<file path="config.mk">
export PLATFORM = sky130hd
export DESIGN_NAME = crosshair_ctl
export DESIGN_NICKNAME = d
export VERILOG_FILES = /design/src/rtl/crosshair_ctl.sv
export SDC_FILE = /design/constraint.sdc
export NUM_CORES = 1
export LEC_CHECK = 0
export BUFFER_PORTS_ARGS = -buffer_cell sky130_fd_sc_hd__buf_4
export CAP_MARGIN = 20
export CORE_MARGIN = 3
export CORE_UTILIZATION = 40
export DETAILED_ROUTE_END_ITERATION = 10
export PLACE_DENSITY = 0.65
export SYNTH_ARGS = -nofsm -noshare
export SYNTH_HDL_FRONTEND = slang
export SYNTH_SLANG_ARGS = --single-unit
</file>
<file path="constraint.sdc">
create_clock -name clk -period 2.55 [get_ports clk]
set_input_delay 0.3825 -clock clk [delete_from_list [all_inputs] [get_ports clk]]
set_output_delay 0.3825 -clock clk [all_outputs]
set_load 0.01 [all_outputs]
</file>
<file path="src/rtl/crosshair_ctl.sv">
// Crosshair overlay controller: per-frame cursor sampling with edge clamping,
// left-click shot sequencing (ammo, flash, cooldown) and a valid/ready shot
// hand-off to hit detection. All outputs are registered.

// Single-axis clamp: keeps a coordinate inside [lo, hi].
module crosshair_clamp #(
    parameter int          W  = 12,
    parameter logic [11:0] LO = 12'd8,
    parameter logic [11:0] HI = 12'd791
) (
    input  logic [W-1:0] raw,
    output logic [W-1:0] clamped
);
    // Saturate below LO and above HI, pass through otherwise.
    always_comb begin
        clamped = raw;
        if (raw < W'(LO))
            clamped = W'(LO);
        else if (raw > W'(HI))
            clamped = W'(HI);
    end
endmodule

module crosshair_ctl #(
    parameter int          H_ACTIVE        = 800,
    parameter int          V_ACTIVE        = 600,
    parameter int          HALF            = 8,
    parameter int          AMMO_MAX        = 3,
    parameter int          FLASH_FRAMES    = 4,
    parameter int          COOLDOWN_FRAMES = 8,
    parameter logic [11:0] IDLE_RGB        = 12'hFFF,
    parameter logic [11:0] FLASH_RGB       = 12'hF00,
    parameter logic [11:0] COOL_RGB        = 12'h888,
    parameter logic [11:0] EMPTY_RGB       = 12'h444
) (
    input  logic        clk,
    input  logic        rst,
    input  logic [11:0] mouse_xpos,
    input  logic [11:0] mouse_ypos,
    input  logic        mouse_left,
    input  logic        vblnk,
    input  logic        game_active,
    input  logic        reload,
    input  logic        shot_ready,
    output logic [11:0] xpos,
    output logic [11:0] ypos,
    output logic [11:0] cursor_rgb,
    output logic        shot_valid,
    output logic [11:0] shot_x,
    output logic [11:0] shot_y,
    output logic [3:0]  ammo
);
    localparam logic [1:0] IDLE     = 2'd0;
    localparam logic [1:0] SHOT     = 2'd1;
    localparam logic [1:0] FLASH    = 2'd2;
    localparam logic [1:0] COOLDOWN = 2'd3;

    localparam logic [11:0] X_LO = 12'(HALF);
    localparam logic [11:0] X_HI = 12'(H_ACTIVE - 1 - HALF);
    localparam logic [11:0] Y_LO = 12'(HALF);
    localparam logic [11:0] Y_HI = 12'(V_ACTIVE - 1 - HALF);
    localparam logic [11:0] X_RST = 12'(H_ACTIVE / 2);
    localparam logic [11:0] Y_RST = 12'(V_ACTIVE / 2);
    localparam logic [3:0]  AMMO_FULL = 4'(AMMO_MAX);
    localparam logic [7:0]  FLASH_LAST = 8'(FLASH_FRAMES - 1);
    localparam logic [7:0]  COOL_LAST  = 8'(COOLDOWN_FRAMES - 1);

    logic        vblnk_q;
    logic        left_q;
    logic        frame_tick;
    logic        click;
    logic [1:0]  state;
    logic [7:0]  frame_cnt;
    logic [11:0] x_clamped;
    logic [11:0] y_clamped;

    logic [1:0]  state_n;
    logic [7:0]  frame_cnt_n;
    logic [3:0]  ammo_n;
    logic        shot_valid_n;
    logic [11:0] shot_x_n;
    logic [11:0] shot_y_n;
    logic [11:0] rgb_n;

    assign frame_tick = vblnk & ~vblnk_q;
    assign click      = mouse_left & ~left_q;

    crosshair_clamp #(.W(12), .LO(X_LO), .HI(X_HI)) u_clamp_x (
        .raw     (mouse_xpos),
        .clamped (x_clamped)
    );

    crosshair_clamp #(.W(12), .LO(Y_LO), .HI(Y_HI)) u_clamp_y (
        .raw     (mouse_ypos),
        .clamped (y_clamped)
    );

    // Edge detectors for vertical blank and the left button.
    always_ff @(posedge clk) begin
        if (rst) begin
            vblnk_q <= 1'b0;
            left_q  <= 1'b0;
        end else begin
            vblnk_q <= vblnk;
            left_q  <= mouse_left;
        end
    end

    // Cursor position only moves on the frame tick so the drawing stage sees
    // a stable value for the whole frame.
    always_ff @(posedge clk) begin
        if (rst) begin
            xpos <= X_RST;
            ypos <= Y_RST;
        end else if (frame_tick) begin
            xpos <= x_clamped;
            ypos <= y_clamped;
        end
    end

    // Shot sequencer next-state logic. Abort (game inactive) overrides the
    // normal transitions; reload overrides any ammo change last.
    always_comb begin
        state_n      = state;
        frame_cnt_n  = frame_cnt;
        ammo_n       = ammo;
        shot_valid_n = shot_valid;
        shot_x_n     = shot_x;
        shot_y_n     = shot_y;

        case (state)
            IDLE: begin
                if (click && game_active && ammo != 4'd0) begin
                    state_n      = SHOT;
                    shot_valid_n = 1'b1;
                    shot_x_n     = xpos;
                    shot_y_n     = ypos;
                end
            end
            SHOT: begin
                if (shot_valid && shot_ready) begin
                    state_n      = FLASH;
                    shot_valid_n = 1'b0;
                    ammo_n       = ammo - 4'd1;
                    frame_cnt_n  = 8'd0;
                end
            end
            FLASH: begin
                if (frame_tick) begin
                    if (frame_cnt == FLASH_LAST) begin
                        state_n     = COOLDOWN;
                        frame_cnt_n = 8'd0;
                    end else begin
                        frame_cnt_n = frame_cnt + 8'd1;
                    end
                end
            end
            default: begin
                if (frame_tick) begin
                    if (frame_cnt == COOL_LAST) begin
                        state_n     = IDLE;
                        frame_cnt_n = 8'd0;
                    end else begin
                        frame_cnt_n = frame_cnt + 8'd1;
                    end
                end
            end
        endcase

        // An aborted shot is not charged against ammo.
        if (!game_active) begin
            state_n      = IDLE;
            shot_valid_n = 1'b0;
            frame_cnt_n  = 8'd0;
            ammo_n       = ammo;
        end

        if (reload)
            ammo_n = AMMO_FULL;
    end

    // Colour follows the state being entered so it lines up with the state
    // register on the same edge.
    always_comb begin
        rgb_n = IDLE_RGB;
        case (state_n)
            FLASH:    rgb_n = FLASH_RGB;
            COOLDOWN: rgb_n = COOL_RGB;
            default:  rgb_n = (ammo_n == 4'd0) ? EMPTY_RGB : IDLE_RGB;
        endcase
    end

    // Sequencer and shot hand-off registers.
    always_ff @(posedge clk) begin
        if (rst) begin
            state      <= IDLE;
            frame_cnt  <= 8'd0;
            ammo       <= AMMO_FULL;
            shot_valid <= 1'b0;
            shot_x     <= 12'd0;
            shot_y     <= 12'd0;
            cursor_rgb <= IDLE_RGB;
        end else begin
            state      <= state_n;
            frame_cnt  <= frame_cnt_n;
            ammo       <= ammo_n;
            shot_valid <= shot_valid_n;
            shot_x     <= shot_x_n;
            shot_y     <= shot_y_n;
            cursor_rgb <= rgb_n;
        end
    end
endmodule

</file>
==> impl_metrics.ini <==
[cts]
cts_tree = done
holdBufCountCts = 0
cts_sinks = 71
htreeDepth = 3
cts_buffers = 9
clkTransAtPathRegs_ps = 80
max-clock-path-buffers = 2
post_cts.repair.setup_buffers = 0
cts_root_buf = clkbuf_8
ctsResizeCount = 0
clk_latency_ps = 340

[run_status]
outcome = finished, final reports clean

[pwr]
p_leak_nw = 1.601
powerDensity_nw_per_um2 = 584.4
finalPower_w = 0.002290
ir_drop_v = 0.0003012

[critical_path]
slowest_delay_ps = 460
cp_common_cell = nor2_1
worstReg2RegEnd = frame_cnt[7]
cp_top_family = compound AO/OA/AOI/OAI gates
crit_buf_inv = 1
path_max_fanout = 10
r2r-start = state[0]
crit_path_start_kind = register
end_kind = register
rrSetupSlack_ps = 410
critPathKind = reg -> reg
crit_chain = inv_1 -> ha_1 -> nor2_1 -> o221a_2 -> o21ai_0 -> o21bai_1 -> nor2_1
cp_data_arrival_time_ps = 2350
cp_slowest_cell = dfxtp_1
crit_required_ps = 2760
r2r_cells = 7

[timing]
slew_headroom_pct = 58.44
fin_hold_ws_ps = 267.7
period_needed_ps = 2144
clock_skew_ps = 7.047
fmax_ghz = 0.4663
setup-tns-final_ps = 0
hold_viol_final = 0
finalSetupViolCount = 0
drv_slew = 0
post-route-period-util_pct = 84.10
worst_pin_slew_ps = 615.6
post-route-worst-setup-slack_ps = 405.5
rsz0062_at_grt = false

[hold_path]
min_path_cells = 3
min_from = reload
hold_class = in -> reg
hold_path_end = ammo[0]

[final_layout]
fill_cells = 688
drive_gt1_share_pct = 28.22
layout_common_cells = buf_4, nand2_1, dfxtp_1
final_common_cell = buf_4
synthToLayoutAreaGrowth_pct = 32.99
nets = 476
stdcell_count = 539
diodes = 0

[drt]
vias_per_cell = 4.993
first_pass_iters = 4
ant_nets = 0
wl_um = 7439
routedWlPerCell_um = 13.80
drcViolationCount = 0
num_vias = 2691
drtIter0Drc = 124

[grt]
overflow = 0
grt_pass1_vias = 2474
grt_start_max_net_pins = 51
antenna_found_initial = 0
grt_pass1_wl_um = 11960
grtUsageTotal_pct = 17.47

[die]
rows = 30
die_x_um = 91.83
io_pins = 96
initial_core_util_pct = 42.20
die_y_um = 91.83
design.core.area_sq_um = 6982
die_area_sq_um = 8432

[logic_synthesis]
async_flop_share_pct = 0
syn_nets = 385
synth_edf_count = 0
yosys_warnings = 0
netlist_instances = 348
synth-seq-area-share_pct = 48.24
synth_ff_type = dfxtp_1
syn_area_sq_um = 2947
avgSynthCellArea_sq_um = 8.467
yosysUniqueCellTypes = 52
synth-seq-cells = 71

[place]
place_hpwl_um = 5475
dp.cells = 524
place.port_buffers = 95
gp_congestion = 0.8593
dp_slack_ps = 431.7

[flow_run]
max-cap-violations = 0
[worst max path at each step]
stage / from / end / depth (start not counted)
after global routing: state[0] / frame_cnt[4] / 7
after CTS: state[0] / frame_cnt[3] / 7
after global placement: ammo[0] / cursor_rgb[7] / 7
after detailed placement: state[0] / frame_cnt[0] / 7
after floorplan: ammo[0] / cursor_rgb[7] / 8
final: state[0] / frame_cnt[7] / 7
[area by class of cell]
cell class,count,area (sq um),area share [%]
clock inverters,5,58.81,1.501
flip-flops and latches,71,1421,36.27
inverters,12,45.04,1.149
well taps,96,120.1,3.065
repair buffers,101,758.2,19.35
multi-input cells,244,1378,35.15
clock buffers,10,137.6,3.512
[flip-flops by register name (all words and copies together) (netlist names)]
register,count
vblnk_q,1
xpos,12
state,2
shot_x,12
frame_cnt,8
ammo,4
left_q,1
shot_valid,1
shot_y,12
ypos,12
cursor_rgb,6
[worst min-delay path: stages]
cell	delay [ps]
buf_4	80
nor2_1	60
nand2_1	60
[metal layers]
layer	wire, um	vias up	part of all wire (%)	global-route usage [%]
li1	-	1381	-	-
met1	3308	1242	44	22.09
met2	3700	60	50	29.52
met4	96	0	1.3	4.579
met5	0	-	0	0
met3	334	8	4.5	4.594
[stage by stage]
step           cell area, sq um  utilization, %
2_1_floorplan              2947               -
3_3_place_gp               3722           53.32
3_5_place_dp               3722           53.32
4_1_cts                    3919           56.13
5_1_grt                    3919           56.13
6_report                   3919           56.13
[kinds of logic after synthesis]
kind of cell / share of synthesized area [%]
AND/OR/NAND/NOR: 22.21
XOR/XNOR: 2.378
flip-flops: 48.24
AO/OA/AOI/OAI: 19.32
buffers and inverters: 5.307
adder cells (fa/ha/maj): 2.548
[power by group]
part / internal [W] / leakage, nW / switching, W
logic: 0.000107 / 0.928 / 0.000124
clock network: 0.000473 / 0.0944 / 0.000420
registers: 0.00114 / 0.578 / 0.0000248
[Yosys cell counts, types with 3 or more instances]
cell type | number | area (sq um)
buf_4 | 6 | 45.04
nor3_1 | 11 | 55.05
and2_1 | 4 | 25.02
inv_1 | 12 | 45.04
nor2b_1 | 5 | 31.28
xnor2_1 | 3 | 26.28
nand2_1 | 77 | 289.0
xor2_1 | 5 | 43.79
o21bai_1 | 4 | 30.03
dfxtp_1 | 71 | 1421
clkbuf_1 | 12 | 45.04
a21oi_1 | 46 | 230.2
o21ai_0 | 15 | 75.07
a31oi_1 | 3 | 18.77
ha_1 | 6 | 75.07
nor2_1 | 19 | 71.32
a211oi_1 | 3 | 22.52
nand4_1 | 6 | 37.54
nor4_1 | 3 | 18.77
(Power assumes the default switching activity.)
